`config.mk`:
```
export PLATFORM = sky130hd
export DESIGN_NAME = filter_mode_scheduler_flat
export DESIGN_NICKNAME = d
export VERILOG_FILES = /design/src/rtl/filter_mode_if.sv /design/src/rtl/filter_mode_scheduler.sv /design/src/flat_wrapper.sv
export SDC_FILE = /design/constraint.sdc
export NUM_CORES = 1
export LEC_CHECK = 0
export ABC_AREA = 1
export BUFFER_PORTS_ARGS = -buffer_cell sky130_fd_sc_hd__buf_2
export CAP_MARGIN = 30
export CELL_PAD_IN_SITES_DETAIL_PLACEMENT = 1
export CELL_PAD_IN_SITES_GLOBAL_PLACEMENT = 2
export CORE_MARGIN = 4
export CORE_UTILIZATION = 30
export DETAILED_ROUTE_END_ITERATION = 10
export PLACE_DENSITY = 0.76
export SYNTH_ARGS = -nofsm -noshare
export SYNTH_HDL_FRONTEND = slang
export SYNTH_SLANG_ARGS = --single-unit
```
`constraint.sdc`:
```
create_clock -name VGA_CLK -period 2 [get_ports VGA_CLK]
set_clock_uncertainty 0.05 [all_clocks]
set_input_delay 0.4 -clock VGA_CLK [delete_from_list [all_inputs] [get_ports VGA_CLK]]
set_output_delay 0.4 -clock VGA_CLK [all_outputs]
set_load 0.01 [all_outputs]
```
`src/rtl/filter_mode_if.sv`:
```
`default_nettype none
// ============================================================================
// Module      : filter_mode_if
// Description : Bundle for filter_mode_scheduler. Carries the incoming VGA
//               timing, the mode-request controls, and the committed mode
//               with the pixel coordinate and timing outputs.
//               master = timing/control source, slave = scheduler.
// Revision    : 1.0 - initial release
// ============================================================================
interface filter_mode_if;
  // incoming VGA timing
  logic       iVGA_HS;
  logic       iVGA_VS;
  logic       iVGA_BLANK_N;
  // mode requests
  logic [7:0] sw_mode;
  logic       key_next_n;
  logic       auto_en;
  // scheduler results
  logic [7:0] mode;
  logic       mode_changed;
  logic [9:0] x;
  logic [8:0] y;
  logic       border;
  logic [7:0] frame_count;
  // registered timing, aligned with x/y/border
  logic       hs_d;
  logic       vs_d;
  logic       blank_n_d;

  modport master (
    output iVGA_HS, iVGA_VS, iVGA_BLANK_N, sw_mode, key_next_n, auto_en,
    input  mode, mode_changed, x, y, border, frame_count, hs_d, vs_d, blank_n_d
  );

  modport slave (
    input  iVGA_HS, iVGA_VS, iVGA_BLANK_N, sw_mode, key_next_n, auto_en,
    output mode, mode_changed, x, y, border, frame_count, hs_d, vs_d, blank_n_d
  );
endinterface
`default_nettype wire

```
`src/rtl/filter_mode_scheduler.sv`:
```
`default_nettype none
// ============================================================================
// Module      : filter_mode_scheduler
// Description : Tracks pixel x/y/border from VGA timing, counts frames and
//               schedules the filter mode. Mode requests come from switches,
//               a "next" button and (optionally) an auto-cycle timer; the
//               chosen mode is committed only at frame start.
//               Optional feature macro: FILTER_AUTO_CYCLE_EN (AUTO state and
//               its frame counter).
// Revision    : 1.0 - initial release
// ============================================================================
module filter_mode_scheduler #(
  parameter int WIDTH       = 800,
  parameter int HEIGHT      = 480,
  parameter int NUM_MODES   = 12,
  parameter int AUTO_FRAMES = 120
) (
  input  logic         VGA_CLK,
  input  logic         reset_n,
  filter_mode_if.slave bus
);

  localparam logic [9:0] X_LAST     = 10'(WIDTH - 1);
  localparam logic [8:0] Y_LAST     = 9'(HEIGHT - 1);
  localparam logic [8:0] MODE_LIMIT = 9'(NUM_MODES);
  localparam logic [7:0] MODE_LAST  = 8'(NUM_MODES - 1);

`ifdef FILTER_AUTO_CYCLE_EN
  localparam int                AUTO_W    = (AUTO_FRAMES > 1) ? $clog2(AUTO_FRAMES) : 1;
  localparam logic [AUTO_W-1:0] AUTO_LAST = AUTO_W'(AUTO_FRAMES - 1);
  typedef enum logic [1:0] {S_FOLLOW = 2'd0, S_STEP = 2'd1, S_AUTO = 2'd2} state_t;
`else
  typedef enum logic [0:0] {S_FOLLOW = 1'b0, S_STEP = 1'b1} state_t;
`endif

  logic       r_hs, r_vs, r_blank, r_vs_prev, r_blank_prev;
  logic [9:0] r_x;
  logic [8:0] r_y;
  logic [7:0] r_frame_count;
  logic [2:0] r_key_sync;
  logic [7:0] r_mode;
  logic       r_mode_changed;
  state_t     r_state, w_state_nx;
  logic [7:0] r_pending, w_pending_nx;
  logic [7:0] r_sw_latch, w_sw_latch_nx;
  logic [7:0] w_commit;
`ifdef FILTER_AUTO_CYCLE_EN
  logic [AUTO_W-1:0] r_auto_cnt, w_auto_cnt_nx;
`endif

  logic       w_frame_start, w_line_end, w_press;
  logic [7:0] w_sw_legal;

  assign w_frame_start = r_vs_prev & ~r_vs;
  assign w_line_end    = r_blank_prev & ~r_blank;
  // key_sync[2] is the previous synchronized level, [1] the current one
  assign w_press       = r_key_sync[2] & ~r_key_sync[1];
  assign w_sw_legal    = ({1'b0, bus.sw_mode} >= MODE_LIMIT) ? 8'd0 : bus.sw_mode;

  function automatic logic [7:0] next_mode(input logic [7:0] m);
    return (m == MODE_LAST) ? 8'd0 : m + 8'd1;
  endfunction

  // Register the VGA timing once, plus one more stage for edge detection
  always_ff @(posedge VGA_CLK or negedge reset_n) begin
    if (!reset_n) begin
      r_hs         <= 1'b0;
      r_vs         <= 1'b0;
      r_blank      <= 1'b0;
      r_vs_prev    <= 1'b0;
      r_blank_prev <= 1'b0;
    end else begin
      r_hs         <= bus.iVGA_HS;
      r_vs         <= bus.iVGA_VS;
      r_blank      <= bus.iVGA_BLANK_N;
      r_vs_prev    <= r_vs;
      r_blank_prev <= r_blank;
    end
  end

  // Pixel coordinates (saturating) and frame counter
  always_ff @(posedge VGA_CLK or negedge reset_n) begin
    if (!reset_n) begin
      r_x           <= '0;
      r_y           <= '0;
      r_frame_count <= '0;
    end else begin
      if (!r_blank)          r_x <= '0;
      else if (r_x != X_LAST) r_x <= r_x + 10'd1;

      if (!r_vs)                            r_y <= '0;
      else if (w_line_end && r_y != Y_LAST) r_y <= r_y + 9'd1;

      if (w_frame_start) r_frame_count <= r_frame_count + 8'd1;
    end
  end

  // Two-flop synchronizer for the button plus one delay stage for edge detect
  always_ff @(posedge VGA_CLK or negedge reset_n) begin
    if (!reset_n) r_key_sync <= 3'b111;
    else          r_key_sync <= {r_key_sync[1:0], bus.key_next_n};
  end

  // FSM next-state and pending-mode logic
  always_comb begin
    w_state_nx    = r_state;
    w_pending_nx  = r_pending;
    w_sw_latch_nx = r_sw_latch;
    w_commit      = r_pending;
`ifdef FILTER_AUTO_CYCLE_EN
    w_auto_cnt_nx = r_auto_cnt;
`endif
    case (r_state)
      S_FOLLOW: begin
        w_pending_nx = w_sw_legal;
        if (w_press) begin
          w_state_nx    = S_STEP;
          w_sw_latch_nx = bus.sw_mode;
          w_pending_nx  = next_mode(r_pending);
        end
      end
      S_STEP: begin
        if (bus.sw_mode != r_sw_latch) begin
          w_state_nx   = S_FOLLOW;
          w_pending_nx = w_sw_legal;
        end else if (w_press) begin
          w_pending_nx = next_mode(r_pending);
        end
      end
`ifdef FILTER_AUTO_CYCLE_EN
      S_AUTO: begin
        // a press wins over a coinciding auto step; the auto step is
        // committed on the very frame start that triggers it
        if (w_press) begin
          w_pending_nx  = next_mode(r_pending);
          w_auto_cnt_nx = '0;
        end else if (w_frame_start) begin
          if (r_auto_cnt == AUTO_LAST) begin
            w_auto_cnt_nx = '0;
            w_pending_nx  = next_mode(r_pending);
            w_commit      = w_pending_nx;
          end else begin
            w_auto_cnt_nx = r_auto_cnt + AUTO_W'(1);
          end
        end
        if (!bus.auto_en) w_state_nx = S_FOLLOW;
      end
`endif
      default: w_state_nx = S_FOLLOW;
    endcase
`ifdef FILTER_AUTO_CYCLE_EN
    if (bus.auto_en && r_state != S_AUTO) begin
      w_state_nx    = S_AUTO;
      w_pending_nx  = r_pending;
      w_sw_latch_nx = r_sw_latch;
      w_auto_cnt_nx = '0;
    end
`endif
  end

  // FSM state register
  always_ff @(posedge VGA_CLK or negedge reset_n) begin
    if (!reset_n) begin
      r_state    <= S_FOLLOW;
      r_pending  <= '0;
      r_sw_latch <= '0;
`ifdef FILTER_AUTO_CYCLE_EN
      r_auto_cnt <= '0;
`endif
    end else begin
      r_state    <= w_state_nx;
      r_pending  <= w_pending_nx;
      r_sw_latch <= w_sw_latch_nx;
`ifdef FILTER_AUTO_CYCLE_EN
      r_auto_cnt <= w_auto_cnt_nx;
`endif
    end
  end

  // Commit pending mode at frame start only; pulse when the value changes
  always_ff @(posedge VGA_CLK or negedge reset_n) begin
    if (!reset_n) begin
      r_mode         <= '0;
      r_mode_changed <= 1'b0;
    end else if (w_frame_start) begin
      r_mode         <= w_commit;
      r_mode_changed <= (w_commit != r_mode);
    end else begin
      r_mode_changed <= 1'b0;
    end
  end

  assign bus.mode         = r_mode;
  assign bus.mode_changed = r_mode_changed;
  assign bus.x            = r_x;
  assign bus.y            = r_y;
  assign bus.border       = r_blank & ((r_x == 10'd0) | (r_x == X_LAST) |
                                       (r_y == 9'd0)  | (r_y == Y_LAST));
  assign bus.frame_count  = r_frame_count;
  assign bus.hs_d         = r_hs;
  assign bus.vs_d         = r_vs;
  assign bus.blank_n_d    = r_blank;

endmodule
`default_nettype wire

```
`src/flat_wrapper.sv`:
```
// flat-port wrapper written by rule: the top's interface ports become plain ports
module filter_mode_scheduler_flat 
#(
  parameter int WIDTH       = 800,
  parameter int HEIGHT      = 480,
  parameter int NUM_MODES   = 12,
  parameter int AUTO_FRAMES = 120
)
  (VGA_CLK, reset_n, bus_iVGA_HS, bus_iVGA_VS, bus_iVGA_BLANK_N, bus_sw_mode, bus_key_next_n, bus_auto_en, bus_mode, bus_mode_changed, bus_x, bus_y, bus_border, bus_frame_count, bus_hs_d, bus_vs_d, bus_blank_n_d);
  filter_mode_if bus_i ();
  input  logic VGA_CLK;
  input  logic reset_n;
  input wire logic [$bits(bus_i.iVGA_HS)-1:0] bus_iVGA_HS;
  input wire logic [$bits(bus_i.iVGA_VS)-1:0] bus_iVGA_VS;
  input wire logic [$bits(bus_i.iVGA_BLANK_N)-1:0] bus_iVGA_BLANK_N;
  input wire logic [$bits(bus_i.sw_mode)-1:0] bus_sw_mode;
  input wire logic [$bits(bus_i.key_next_n)-1:0] bus_key_next_n;
  input wire logic [$bits(bus_i.auto_en)-1:0] bus_auto_en;
  output wire logic [$bits(bus_i.mode)-1:0] bus_mode;
  output wire logic [$bits(bus_i.mode_changed)-1:0] bus_mode_changed;
  output wire logic [$bits(bus_i.x)-1:0] bus_x;
  output wire logic [$bits(bus_i.y)-1:0] bus_y;
  output wire logic [$bits(bus_i.border)-1:0] bus_border;
  output wire logic [$bits(bus_i.frame_count)-1:0] bus_frame_count;
  output wire logic [$bits(bus_i.hs_d)-1:0] bus_hs_d;
  output wire logic [$bits(bus_i.vs_d)-1:0] bus_vs_d;
  output wire logic [$bits(bus_i.blank_n_d)-1:0] bus_blank_n_d;
  assign bus_i.iVGA_HS = bus_iVGA_HS;
  assign bus_i.iVGA_VS = bus_iVGA_VS;
  assign bus_i.iVGA_BLANK_N = bus_iVGA_BLANK_N;
  assign bus_i.sw_mode = bus_sw_mode;
  assign bus_i.key_next_n = bus_key_next_n;
  assign bus_i.auto_en = bus_auto_en;
  assign bus_mode = bus_i.mode;
  assign bus_mode_changed = bus_i.mode_changed;
  assign bus_x = bus_i.x;
  assign bus_y = bus_i.y;
  assign bus_border = bus_i.border;
  assign bus_frame_count = bus_i.frame_count;
  assign bus_hs_d = bus_i.hs_d;
  assign bus_vs_d = bus_i.vs_d;
  assign bus_blank_n_d = bus_i.blank_n_d;
  filter_mode_scheduler #(.WIDTH(WIDTH), .HEIGHT(HEIGHT), .NUM_MODES(NUM_MODES), .AUTO_FRAMES(AUTO_FRAMES)) u_core (.VGA_CLK(VGA_CLK), .reset_n(reset_n), .bus(bus_i));
endmodule
```
==> metrics.md <==
| Metric | Value |
|---|---|
| Distinct cells, synth | 38 |
| Hold_buf cts | 0 |
| Area taken by flip-flops and latches | 1530 µm² |
| Setup repair after global routing missed its margin | yes |
| Status | finished with violations |
| Largest area contributor in the netlist | dfrtp_1 |
| Total negative setup slack | -83.4 ps |
| Overall power consumption | between 3 and 4 mW |
| Startpoint of the worst register-to-register path | u_core.bus.y[1] |
| Fill cell total of the finished layout | approximately 1300 |
| CTS tree | done |
| Required time worst endpoint | 1550 ps |
| Placed instance count | 599 |
| Pins over their slew limit | 0 |
| Sum of routed wire length over all layers | 8.59 mm |
| Largest cells by area after synthesis | dfrtp_1 (44%), nand2_1 (13%), inv_1 (5.8%), xor2_1 (5.6%), nor2_1 (3.6%) |
| Achievable clock frequency | 480 MHz |
| Crit path launch type | flop |
| Maximum level of the CTS H-tree | 3 |
| ANT nets after route | 0 |
| Final global-route overflow total | 0 |
| Number of standard cells after synthesis | 405 |
| Port buffer count | 53 |
| Clock root buffer | clkbuf_8 |
| Number of cells on the worst reg-to-reg path | 10 |
| Proportion of synthesized flip-flops having asynchronous set or reset | 1.00 |
| Reg2Reg Setup Slack | 170 ps |
| Critical path arrival | 1630 ps |
| Violation count after the first detailed-routing iteration | around 120 |
| Cell seen most often among critical-path stages | nand2_2 |
| Worst Path Max Fanout | 4 |
| Number of hold violations in the final report | 0 |
| Crit Path Class | flop to primary output |
| Clock latency at the later pin of the worst-skew pair | 350 ps |
| Clock tree sinks | a little over 60 |
| Post-synthesis to final-layout area growth | 23.7% |
| N_diodes | 0 |
| Per-instance average area after synthesis | approximately 8.2 µm² |
| Violated checks | negative setup slack |
| Number of synthesized register bits | 61 |
| Clock transition at the register clock pins on the worst setup and hold paths after CTS | 70 ps |
| Top layer reached by signal wires | met4 |
| Initial Utilization | 0.306 |
| Maximum number of pins on one net before global-route repair | 62 |
| Number of warnings reported in the yosys synthesis log | 0 |
| Critical Path, Cell by Cell | ha_2 -> nand2_2 -> nor2_4 -> nand2_2 -> nor2_2 -> nor3_2 -> nor2_1 -> buf_2 |
| Met1 Routed Length | 3.92 mm |
| Number of nets produced by synthesis | 426 |
| Final std cells w/o fill | 628 |
| Slowest Stage Delay on Critical Path | 420 ps |
| Smallest hold slack | 1.78 ps |
| Most common cell in the netlist | nand2_1 |
| Total number of vias | 2921 |
| Number of failing setup endpoints in the final timing report | 1 |
| Power density normalized to cell area | 750 nW/µm² |
| Main flop type after synthesis | dfrtp_1 |
| Max-cap viol count | 0 |
| Sequential share of the synthesized area | 0.463 |
| Max clock buf depth | 2 |
| HP Class | input pin to asynchronous set/reset pin |
| Setup crit end kind | primary output |
| Share of cells above drive strength 1 | 0.268 |
| Slew margin rel. | 0.761 |
| Detail Route met2 WL | 4.21 mm |
| Width of the chip | 113 µm |
| Weighted congestion reported at the end of routability-driven placement | 0.785 |
| Number of synthesized flops with an enable pin | 0 |
| Post-detailed-placement half-perimeter wirelength | 6.18 mm |
| Critical register-to-register path endpoint | u_core.bus.y[6] |
| Die area | 12800 µm² |
| Drt pass-1 iters | 4 |
| IR drop worst, VDD | 0.000286 V |
| Post-layout net count | 504 |
| Post-detailed-route DRC marker count | 0 |
| Wirelength per Cell | between 10 and 15 µm |
| Vias in the first global route | around 3000 |
| Wire length on met3 | 330 µm |
| Final worst path period share | 1.04 |
| Chip Height | roughly 110 µm |
| Slew at the pin closest to its max-slew limit | 355 ps |
| First-pass GRT wire length | 14.3 mm |
| Number of placement rows | 38 |
| Combined area of all synthesized cells | 3300 µm² |
| Total GRT Usage | 0.140 |
| Area of combinational cells with multiple inputs | 1570 µm² |
| Initial antenna violation count | 0 |
| Most frequent cells after synthesis | nand2_1 (116), dfrtp_1 (58), inv_1 (51) |
| Post-layout worst setup margin | -83.4 ps |
| Avg Vias per Cell | between 4 and 5 |
| Clock buffer count from CTS | 9 |
| Time the worst path needs with I/O delays and setup | 2080 ps |
| Critical-path top delay cell | dfrtp_1 |
| Setup WS pre-CTS | 144 ps |
| Area of the placeable core | 10800 µm² |
| Static leakage | 2.17 nW |
| Io pins | 55 |
| Top cell type's share of synthesized area | 0.439 |
[per-stage QoR]
stage           util  cell area, µm²
6_report       0.379            4090
5_1_grt        0.379            4090
4_1_cts        0.373            4020
3_5_place_dp   0.349            3770
3_3_place_gp   0.349            3770
2_1_floorplan      -            3300
[power by group]
group	internal, mW	total, mW	leakage [nW]	switching, mW
sequential	1.35	1.47	0.796	0.116
combinational	0.232	0.579	1.29	0.348
clock	0.516	1.02	0.0905	0.504
total	2.10	3.07	2.17	0.967
[worst max-delay path by stage]
| stage | startpoint | endpoint | slack, ps | cells past startpoint |
|---|---|---|---|---|
| 2_1_floorplan | u_core.bus.x[0] | bus_border | 160 | 7 |
| 3_3_place_gp | u_core.bus.x[0] | bus_border | 170 | 8 |
| 3_5_place_dp | u_core.bus.x[0] | bus_border | 140 | 8 |
| 4_1_cts | u_core.bus.x[1] | bus_border | -120 | 8 |
| 5_1_grt | u_core.bus.y[1] | bus_border | -190 | 8 |
| 6_report | u_core.bus.y[1] | bus_border | -80 | 8 |
[cell usage in the layout (no fill, tap or decap), types with 3 or more instances in the layout]
cell type    n
buf_4       19
dfstp_2      3
nor2_1      30
xor2_1      21
dfrtp_1     58
nor4_1       4
a21oi_1      8
clkbuf_1     3
nand3_1     20
ha_1         4
nor2_2       3
clkbuf_8    11
inv_1       48
nand3_2      4
nor2_4       4
inv_2        8
xnor2_1      3
nand4_1     12
o21ai_2      6
o21ai_0     18
nand2_2      4
nand2_1    114
buf_2       53
nand2_4      3
nor3_1       5
[cells by family (layout without fill, tap and decap cells)]
logic type,count (synthesis),after routing,share of synthesized area
AOI/OAI and AO/OA,39,39,0.0731
adders and majority gates,6,6,0.0227
and+or+nand+nor,212,212,0.301
buffers and inverters,63,146,0.0769
DFF,61,61,0.463
xor gates and xnor gates,24,24,0.0636
[state kept, by name, summed over array words and instances (netlist names)]
register / count
u_core.bus.x: 10
u_core.bus.y: 9
u_core.bus.frame_count: 8
u_core.bus.mode: 8
u_core.r_pending: 8
u_core.r_sw_latch: 8
u_core.r_key_sync: 3
u_core.bus.blank_n_d: 1
u_core.bus.hs_d: 1
u_core.bus.mode_changed: 1
u_core.bus.vs_d: 1
u_core.r_blank_prev: 1
u_core.r_state: 1
u_core.r_vs_prev: 1
[routing by layer]
| layer | GRT usage | vias to the layer above |
|---|---|---|
| li1 | - | 1447 |
| met1 | 0.180 | 1421 |
| met2 | 0.228 | 42 |
| met3 | 0.0326 | 11 |
| met4 | 0.0529 | 0 |
| met5 | 0 | - |
[critical path: cells and delay by family, from the launching register on]
| family | cells | cell delay (ps) |
|---|---|---|
| adders and majority gates | 1 | 210 |
| buffers and inverters | 1 | 140 |
| DFF | 1 | 420 |
| and+or+nand+nor | 6 | 510 |
[layout make-up]
type | count | area share
multi-input combinational | 281 | 0.384
sequential | 61 | 0.374
timing repair buffer | 73 | 0.105
inverter | 57 | 0.0523
tap | 140 | 0.0428
clock buffer | 14 | 0.0398
clock inverter | 2 | 0.00245
[timing repair]
action / in CTS / in global routing
endpoints found under the setup margin: 1 / 1
resized for setup: 8 / 8
pin swaps: 6 / 9
buffers inserted: 8 / 5
No activity file was read; power rests on OpenSTA's default activity.
